--- src/rtl/uart_rx_pkt_ctrl.sv ---
// Packet framer behind the UART receiver: SYNC | LEN | PAYLOAD | CHK.
// Holds a checked payload in a local buffer until downstream acknowledges it.
module uart_rx_pkt_ctrl #(
  parameter int                      PAYLOAD_BITS = 8,
  parameter int                      MAX_LEN      = 16,
  parameter logic [PAYLOAD_BITS-1:0] SYNC_BYTE    = 8'hA5,
  parameter int                      TIMEOUT_CYC  = 84375,
  localparam int                     LW = $clog2(MAX_LEN + 1),
  localparam int                     AW = $clog2(MAX_LEN)
) (
  input  logic                    CLK_I,
  input  logic                    RST_I,
  input  logic                    EN_I,
  output logic                    RX_EN_O,
  input  logic                    RX_VALID_I,
  input  logic [PAYLOAD_BITS-1:0] RX_DATA_I,
  output logic                    PKT_VALID_O,
  output logic [LW-1:0]           PKT_LEN_O,
  input  logic [AW-1:0]           RD_ADDR_I,
  output logic [PAYLOAD_BITS-1:0] RD_DATA_O,
  input  logic                    PKT_ACK_I,
  output logic                    BUSY_O,
  output logic                    ERR_LEN_O,
  output logic                    ERR_CHK_O,
  output logic                    ERR_TMO_O
);

  localparam int TW = (TIMEOUT_CYC > 2) ? $clog2(TIMEOUT_CYC) : 2;

  typedef enum logic [2:0] {
    S_IDLE,
    S_LEN,
    S_PAY,
    S_CHK,
    S_HOLD
  } state_e;

  state_e                  state_q;
  logic [LW-1:0]           len_q;
  logic [AW-1:0]           idx_q;
  logic [PAYLOAD_BITS-1:0] chk_q;
  logic [PAYLOAD_BITS-1:0] rd_q;
  logic [TW-1:0]           cnt_q;
  logic [TW-1:0]           cnt_d;
  logic                    pkt_q;
  logic                    elen_q;
  logic                    echk_q;
  logic                    etmo_q;
  logic                    run_q;

  logic [PAYLOAD_BITS-1:0] mem_q [MAX_LEN];

  logic busy;
  logic len_ok;
  logic last;
  logic tmo_hit;
  logic wr_en;

  assign busy    = (state_q == S_LEN) || (state_q == S_PAY)
                || (state_q == S_CHK);
  assign len_ok  = (RX_DATA_I != '0)
                && (RX_DATA_I <= PAYLOAD_BITS'(MAX_LEN));
  assign last    = (LW'(idx_q) == len_q - LW'(1));
  assign cnt_d   = cnt_q + TW'(1);
  assign tmo_hit = (cnt_d == TW'(TIMEOUT_CYC - 1));
  assign wr_en   = EN_I && RX_VALID_I && (state_q == S_PAY);

  // run_q keeps the receiver disabled until the first clock after reset
  assign RX_EN_O     = EN_I && run_q && (state_q != S_HOLD);
  assign BUSY_O      = busy;
  assign PKT_VALID_O = pkt_q;
  assign PKT_LEN_O   = len_q;
  assign RD_DATA_O   = rd_q;
  assign ERR_LEN_O   = elen_q;
  assign ERR_CHK_O   = echk_q;
  assign ERR_TMO_O   = etmo_q;

  always_ff @(posedge CLK_I) begin
    if (wr_en) begin
      mem_q[idx_q] <= RX_DATA_I;
    end
  end

  always_ff @(posedge CLK_I or posedge RST_I) begin
    if (RST_I) begin
      rd_q <= '0;
    end else begin
      rd_q <= mem_q[RD_ADDR_I];
    end
  end

  always_ff @(posedge CLK_I or posedge RST_I) begin
    if (RST_I) begin
      state_q <= S_IDLE;
      len_q   <= '0;
      idx_q   <= '0;
      chk_q   <= '0;
      cnt_q   <= '0;
      pkt_q   <= 1'b0;
      elen_q  <= 1'b0;
      echk_q  <= 1'b0;
      etmo_q  <= 1'b0;
      run_q   <= 1'b0;
    end else begin
      run_q  <= 1'b1;
      elen_q <= 1'b0;
      echk_q <= 1'b0;
      etmo_q <= 1'b0;

      if (busy && !RX_VALID_I) begin
        cnt_q <= cnt_d;
      end else begin
        cnt_q <= '0;
      end

      if (!EN_I && (state_q != S_HOLD)) begin
        state_q <= S_IDLE;
      end else if (busy && !RX_VALID_I && tmo_hit) begin
        etmo_q  <= 1'b1;
        state_q <= S_IDLE;
      end else begin
        unique case (state_q)
          S_IDLE: begin
            if (RX_VALID_I && (RX_DATA_I == SYNC_BYTE)) begin
              state_q <= S_LEN;
            end
          end
          S_LEN: begin
            if (RX_VALID_I) begin
              if (len_ok) begin
                len_q   <= LW'(RX_DATA_I);
                chk_q   <= RX_DATA_I;
                idx_q   <= '0;
                state_q <= S_PAY;
              end else begin
                elen_q  <= 1'b1;
                state_q <= S_IDLE;
              end
            end
          end
          S_PAY: begin
            if (RX_VALID_I) begin
              chk_q <= chk_q ^ RX_DATA_I;
              idx_q <= idx_q + AW'(1);
              if (last) begin
                state_q <= S_CHK;
              end
            end
          end
          S_CHK: begin
            if (RX_VALID_I) begin
              if (RX_DATA_I == chk_q) begin
                pkt_q   <= 1'b1;
                state_q <= S_HOLD;
              end else begin
                echk_q  <= 1'b1;
                state_q <= S_IDLE;
              end
            end
          end
          S_HOLD: begin
            if (PKT_ACK_I) begin
              pkt_q   <= 1'b0;
              state_q <= S_IDLE;
            end
          end
          default: begin
            state_q <= S_IDLE;
          end
        endcase
      end
    end
  end

endmodule

--- config.mk ---
export PLATFORM = sky130hd
export DESIGN_NAME = uart_rx_pkt_ctrl
export DESIGN_NICKNAME = d
export VERILOG_FILES = /design/src/rtl/uart_rx_pkt_ctrl.sv
export SDC_FILE = /design/constraint.sdc
export NUM_CORES = 1
export LEC_CHECK = 0
export ABC_AREA = 1
export BUFFER_PORTS_ARGS = -buffer_cell sky130_fd_sc_hd__buf_4
export CAP_MARGIN = 15
export CORE_ASPECT_RATIO = 1.4
export CORE_MARGIN = 3
export CORE_UTILIZATION = 40
export CTS_CLUSTER_SIZE = 8
export DETAILED_ROUTE_END_ITERATION = 12
export SETUP_SLACK_MARGIN = 0.05
export SKIP_CTS_REPAIR_TIMING = 1
export SYNTH_ARGS = -nofsm -noshare
export SYNTH_HDL_FRONTEND = slang
export SYNTH_SLANG_ARGS = --single-unit
--- constraint.sdc ---
create_clock -name CLK_I -period 2.5 [get_ports CLK_I]
set_input_delay 0 -clock CLK_I [delete_from_list [all_inputs] [get_ports CLK_I]]
set_output_delay 0 -clock CLK_I [all_outputs]
set_load 0.02 [all_outputs]
### After elaboration in Yosys (flattened, before gate mapping)

Memory sizes are Yosys's and may differ from the RTL's. A register that Yosys moved wholly into a read port is not among the register bits.
Cells that the tools add are included.

| cells by class | value |
|---|---|
| divide/modulo/power cells | 0 |
| add/subtract/negate cells | 3 |
| multiplexer cells | 38 |
| bitwise operators | 3 |
| eq/ne operators | 21 |
| reductions and logical operators | 21 |
| $lt $le $gt $ge | 1 |
| shift operators | 0 |
| $mul | 0 |

Operator list:

| cell | number |
|---|---|
| 3-bit 2-to-1 mux | 9 |
| 8-bit 2-to-1 mux | 3 |
| 6-bit AND reduction | 3 |
| 17-bit by 1-bit adder with 17-bit output (second input constant) | 1 |
| 17-bit == test (second input constant) | 1 |
| 1-bit 2-to-1 mux | 17 |
| 17-bit 2-to-1 mux | 1 |
| 4-bit by 2-bit inequality test with 1-bit output (second input constant) | 4 |
| 8-bit one-hot mux with 2 select lines | 1 |
| 3-bit one-hot mux with 5 select lines | 1 |
| 4-bit 2-to-1 mux | 3 |
| 2-bit inequality test (second input constant) | 5 |
| 1-bit logical AND | 9 |
| 8-bit == test | 1 |
| 8-bit == test (second input constant) | 1 |
| 8-bit by 5-bit less-or-equal comparator with 1-bit output (second input constant) | 1 |
| 4-bit inequality test (second input constant) | 2 |
| 4-bit one-hot mux with 2 select lines | 1 |
| 8-bit nonzero test | 1 |
| 8-bit XOR | 1 |
| 3-bit by 2-bit == test with 1-bit output (second input constant) | 2 |
| 4-bit by 5-bit == test with 1-bit output | 1 |
| 5-bit AND reduction | 1 |
| 5-bit by 1-bit subtractor with 5-bit output (second input constant) | 1 |
| 12 further kinds | 16 |

| storage, ports and cells | value |
|---|---|
| bits in read-only memories | 0 |
| flip-flop bits (word level) | 42 |
| logic and storage cells | 98 |
| RAM bits | 128 |
| memories | 1 |
| latch bits | 0 |
| bits of input ports | 17 |

Memories:

| name | words | bits a word | read ports | clocked after Yosys merged registers in | write ports | RTL line | RTL |
|---|---|---|---|---|---|---|---|
| mem_q | 16 | 8 | 1 | 1 | 1 | 51 | `logic [PAYLOAD_BITS-1:0] mem_q [MAX_LEN];` |

### Depth between registers and ports, before layout

| logic depth | value |
|---|---|
| depth after elaboration | 7 |
| depth in mapped cells | 15 |
| mapped depth without buffers | 15 |

### Worst setup path after synthesis

Ideal clock, no wire load.

| timing | value |
|---|---|
| kind | register to register |
| from | reg state_q[0] |
| to | mem mem_q[0][0] (enable) |
| buffers on the path | 0 |
| stages on the path, launching flop included | 6 |
| period minus slack after synthesis | 1.920 ns |
| setup slack | 0.580 ns |
| data arrival time | 1.550 ns |
| cell sequence | dfrtp_1 nor2_1 nand2_1 nor3_1 nand2_1 nor2_1 |

| between the ends | value |
|---|---|
| word-level cells in the longest chain between the ends | 4 |

RTL lines:

| item | RTL line | RTL |
|---|---|---|
| from (decl) | 38 | `state_e state_q;` |
| from (signal assigned) | 94 | `state_q <= S_IDLE;` |
| from (signal assigned) | 117 | `state_q <= S_IDLE;` |
| from (signal assigned) | 120 | `state_q <= S_IDLE;` |
| 3-bit by 2-bit == test with 1-bit output | 66 | `assign wr_en = EN_I && RX_VALID_I && (state_q == S_PAY);` |
| 1-bit logical AND | 66 |  |
| 1-bit 2-to-1 mux | 79 | `if (wr_en) begin` |
| 1-bit 2-to-1 mux (not written as such) | 80 | `mem_q[idx_q] <= RX_DATA_I;` |
| to (decl) | 51 |  |

Every way passes these cells.

### Final worst setup path

| timing | value |
|---|---|
| from | reg cnt_q[0] |
| to | reg state_q[0] |

| between the ends | value |
|---|---|
| word-level cells in the longest chain between the ends | 5 |
| elaborated cells between the ends (all ways) | 12 |

RTL lines:

| item | RTL line | RTL |
|---|---|---|
| from (decl) | 43 | `logic [TW-1:0] cnt_q;` |
| from (signal assigned) | 111 | `cnt_q <= cnt_d;` |
| 17-bit by 1-bit adder with 17-bit output * | 64 | `assign cnt_d = cnt_q + TW'(1);` |
| 17-bit == test * | 65 | `assign tmo_hit = (cnt_d == TW'(TIMEOUT_CYC - 1));` |
| 1-bit logical AND * | 118 | `end else if (busy && !RX_VALID_I && tmo_hit) begin` |
| 4-bit inequality test (no line), or another cell as far along | -- |  |
| 6-bit AND reduction (no line) / 3-bit 2-to-1 mux (equally long branches) | -- |  |
| to (signal assigned) | 117 |  |
| to (signal assigned) | 120 |  |
| to (signal assigned) | 125 | `state_q <= S_LEN;` |

Every way passes the cells marked *; elsewhere a longest branch is shown, timed or not.
A chain may end at the register's enable or synchronous reset.

==> impl_metrics.ini <==
[status]
outcome = complete, but fails checks
violations = hold timing

[timing]
hold_ws_ns = -0.00618
clock.fmax_mhz = 469
period_minus_slack_ns = 2.13
timing.final.crit_share_pct = 85.4
slew_viol_final = 0
finalHoldViolCount = 1
rsz0062_at_grt = false
tns_ns = 0
setup_viol = 0
fin_skew_ns = 0.0144
worst_pin_slew_ns = 0.858
maxSlewHeadroom_pct = 42.8

[die]
dieArea_um2 = 21800
fp.dieW_um = 126
dieHeight_um = 174
core_um2 = 19400
rows = 60
num_io_pins = 36
start_util_pct = 41.3

[power_and_ir_drop]
p_clk_share_pct = 37.8
p_sw_share_pct = 25.4
p_seq_share_pct = 50.7
powerDensity_nw_per_um2 = 711
p_switching_w = 0.00169
vdd_drop_max_mv = 0.434
p_leak_nw = 3.76
pwr-share-comb_pct = 11.6
internal-power_w = 0.00497

[setup_path]
endpoint_kind = register
startpoint_type = register
required_ns = 2.84
rrSetupSlack_ns = 0.37
cp_max_fo = 19
crit_type = reg2reg
arrival_ns = 2.48

[cells_and_area]
nNetsFinal = 841
insertedDiodeCount = 0
area_growth_pct = 16.6
drive_gt1_share_pct = 13.7
seq_area_um2 = 5090
fillers = 1771
multi_input_area_um2 = 2480

[clocking]
clkLatencyLatePin_ns = 0.42
clockBufferDepth = 2
cts_root_buffer = clkbuf_16
cts_sinks = 178
path_clk_slew_ns = 0.07
cts_made_buffers = 17
cts_tree = done
htree_levels = 4

[yosys]
synthFlopType = edfxtp_1
avgSynthCellArea_um2 = 10.7
yosysSeqAreaShare_pct = 63.4
synth.area.top_cells = edfxtp_1 48%, dfrtp_1 16%, nand2_1 6.1%, mux2i_1 4.0%, inv_1 3.9%
syn_inst = 753
synth-xor-area-share_pct = 1.31
synth_edf_count = 128
synthMuxAreaShare_pct = 4.55
synth_nets = 777
syn_area_um2 = 8030
ys_types = 30
yosys.area.top_type = edfxtp_1
synth_top_family_by_area = simple AND/OR/NAND/NOR gates
ys_warn_count = 0
async_flop_share_pct = 28.1
synth_simple_gate_area_share_pct = 14.7
synthAdderAreaFrac_pct = 1.09
synth-compound-area-share_pct = 9.22
synth_seq_cells = 178
yosysTopAreaCellShare_pct = 47.9

[grt]
grt_pass1_wl_mm = 29.0
grt_use_total_pct = 16.9
grt_max_degree = 75
first_global_vias = 5516
antenna_found_initial = 0
overflow = 0

[detailed_routing]
ant_nets = 0
wire_per_inst_um = 16.8
viasPerCell = 5.12
drc = 0
first_pass_iters = 5
drtIter0Drc = 335
num_vias = 5522
wirelength_mm = 18.1

[placement]
dp_hpwl_mm = 12.2
port_buffers = 35
gp_congestion = 0.809

[run]
drv_cap = 0

[min_path]
hold_class = in2reg
==> per-layer routing <==
| layer | vias up | track usage, % | part of all wire (%) |
|---|---|---|---|
| met5 | - | 0 | 0 |
| met2 | 101 | 30.4 | 53 |
| met1 | 2677 | 20.0 | 41 |
| li1 | 2719 | - | - |
| met3 | 25 | 3.27 | 2.9 |
| met4 | 0 | 6.35 | 2.1 |
==> state kept, by name, summed over array words and instances, names as in the netlist <==
register and count:
ERR_TMO_O 1, mem_q 128, idx_q 4, chk_q 8
RD_DATA_O 8, ERR_LEN_O 1, PKT_LEN_O 5, PKT_VALID_O 1
cnt_q 17, ERR_CHK_O 1, state_q 3, run_q 1
==> synthesized netlist by cell type (2+ instances only) <==
cell,number
nand2_1,130
edfxtp_1,128
inv_1,84
nor2_1,66
o21ai_0,57
dfrtp_1,50
a21oi_1,40
mux2i_1,32
o211ai_1,32
nand3_1,26
clkbuf_1,24
nand4_1,23
nor3_1,10
ha_1,7
nor2_2,6
xnor2_1,6
xor2_1,6
nand2_2,5
mux2_2,4
buf_2,3
buf_6,2
nor2_4,2
nor4_1,2
o21bai_1,2
==> worst paths after layout <==
path / from / end / depth (start not counted)
setup / recovery: cnt_q[0] / state_q[0] / 12
hold / removal: RX_VALID_I / ERR_LEN_O / 3
setup reg to reg: cnt_q[0] / state_q[0] / 12
hold reg to reg: PKT_VALID_O / PKT_VALID_O / 2
max in group asynchronous: RST_I / cnt_q[9] / 4
min in group asynchronous: RST_I / cnt_q[7] / 3
==> kinds of logic (layout without fill, tap and decap cells) <==
logic type,count (synthesis),count (layout)
AOI/OAI and AO/OA,131,131
xor gates and xnor gates,12,12
adders and majority gates,7,7
buffers and inverters,116,193
DFF,178,178
muxes,36,36
other,1,1
and+or+nand+nor,272,272
==> power by group through the flow <==
stage	combinational [W]	clock (W)	sequential, W
final	0.000769	0.00252	0.00338
after global routing	0.000870	0.00269	0.00339
after global placement	0.000753	0	0.00344
after detailed placement	0.000761	0	0.00343
after floorplan	0.000459	0	0.00346
after CTS	0.000763	0.00256	0.00337
==> worst max-delay path: stages (launching register included) <==
cell and delay (ns):
dfrtp_1 0.42, ha_1 0.24, nand2_1 0.08, nor2_2 0.17
nand2_2 0.12, o21bai_1 0.19, nand2_1 0.10, nand3_1 0.08
nor2_1 0.05, nand2_1 0.08, buf_4 0.24, nand2_1 0.11
o21ai_0 0.17
==> through the flow <==
step	setup slack [ns]	total power [W]	cell area (um^2)	util [%]	std cells
2_1_floorplan	0.580	0.00392	8030	-	753
3_3_place_gp	0.375	0.00419	8680	44.6	1034
3_5_place_dp	0.272	0.00420	8680	44.6	1034
4_1_cts	0.257	0.00670	9240	47.5	1066
5_1_grt	0.136	0.00695	9370	48.2	1078
6_report	0.366	0.00666	9370	48.2	1078
==> cell type report <==
| type | instances | share of cell area (%) |
|---|---|---|
| clock inverters | 14 | 1.40 |
| repair buffers | 75 | 6.33 |
| inverters | 86 | 3.45 |
| flip-flops and latches | 178 | 54.4 |
| well taps | 248 | 3.31 |
| clock buffers | 18 | 4.58 |
| multi-input cells | 459 | 26.5 |
==> cell usage in the layout, fill, tap and decap left out, drive strengths merged, types with 6 or more instances in the layout <==
master / netlist / routed
edfxtp: 128 / 128
o21ai: 57 / 57
nand2: 135 / 135
clkinv: 1 / 10
inv: 85 / 89
nor2: 74 / 74
dlygate4sd3: 0 / 12
xor2: 6 / 6
o211ai: 32 / 32
nand3: 26 / 26
clkbuf: 24 / 18
buf: 6 / 63
mux2i: 32 / 32
a21oi: 40 / 40
ha: 7 / 7
nand4: 23 / 23
dfrtp: 50 / 50
nor3: 10 / 10
xnor2: 6 / 6
Note: power is estimated with default switching activity, not from simulation.
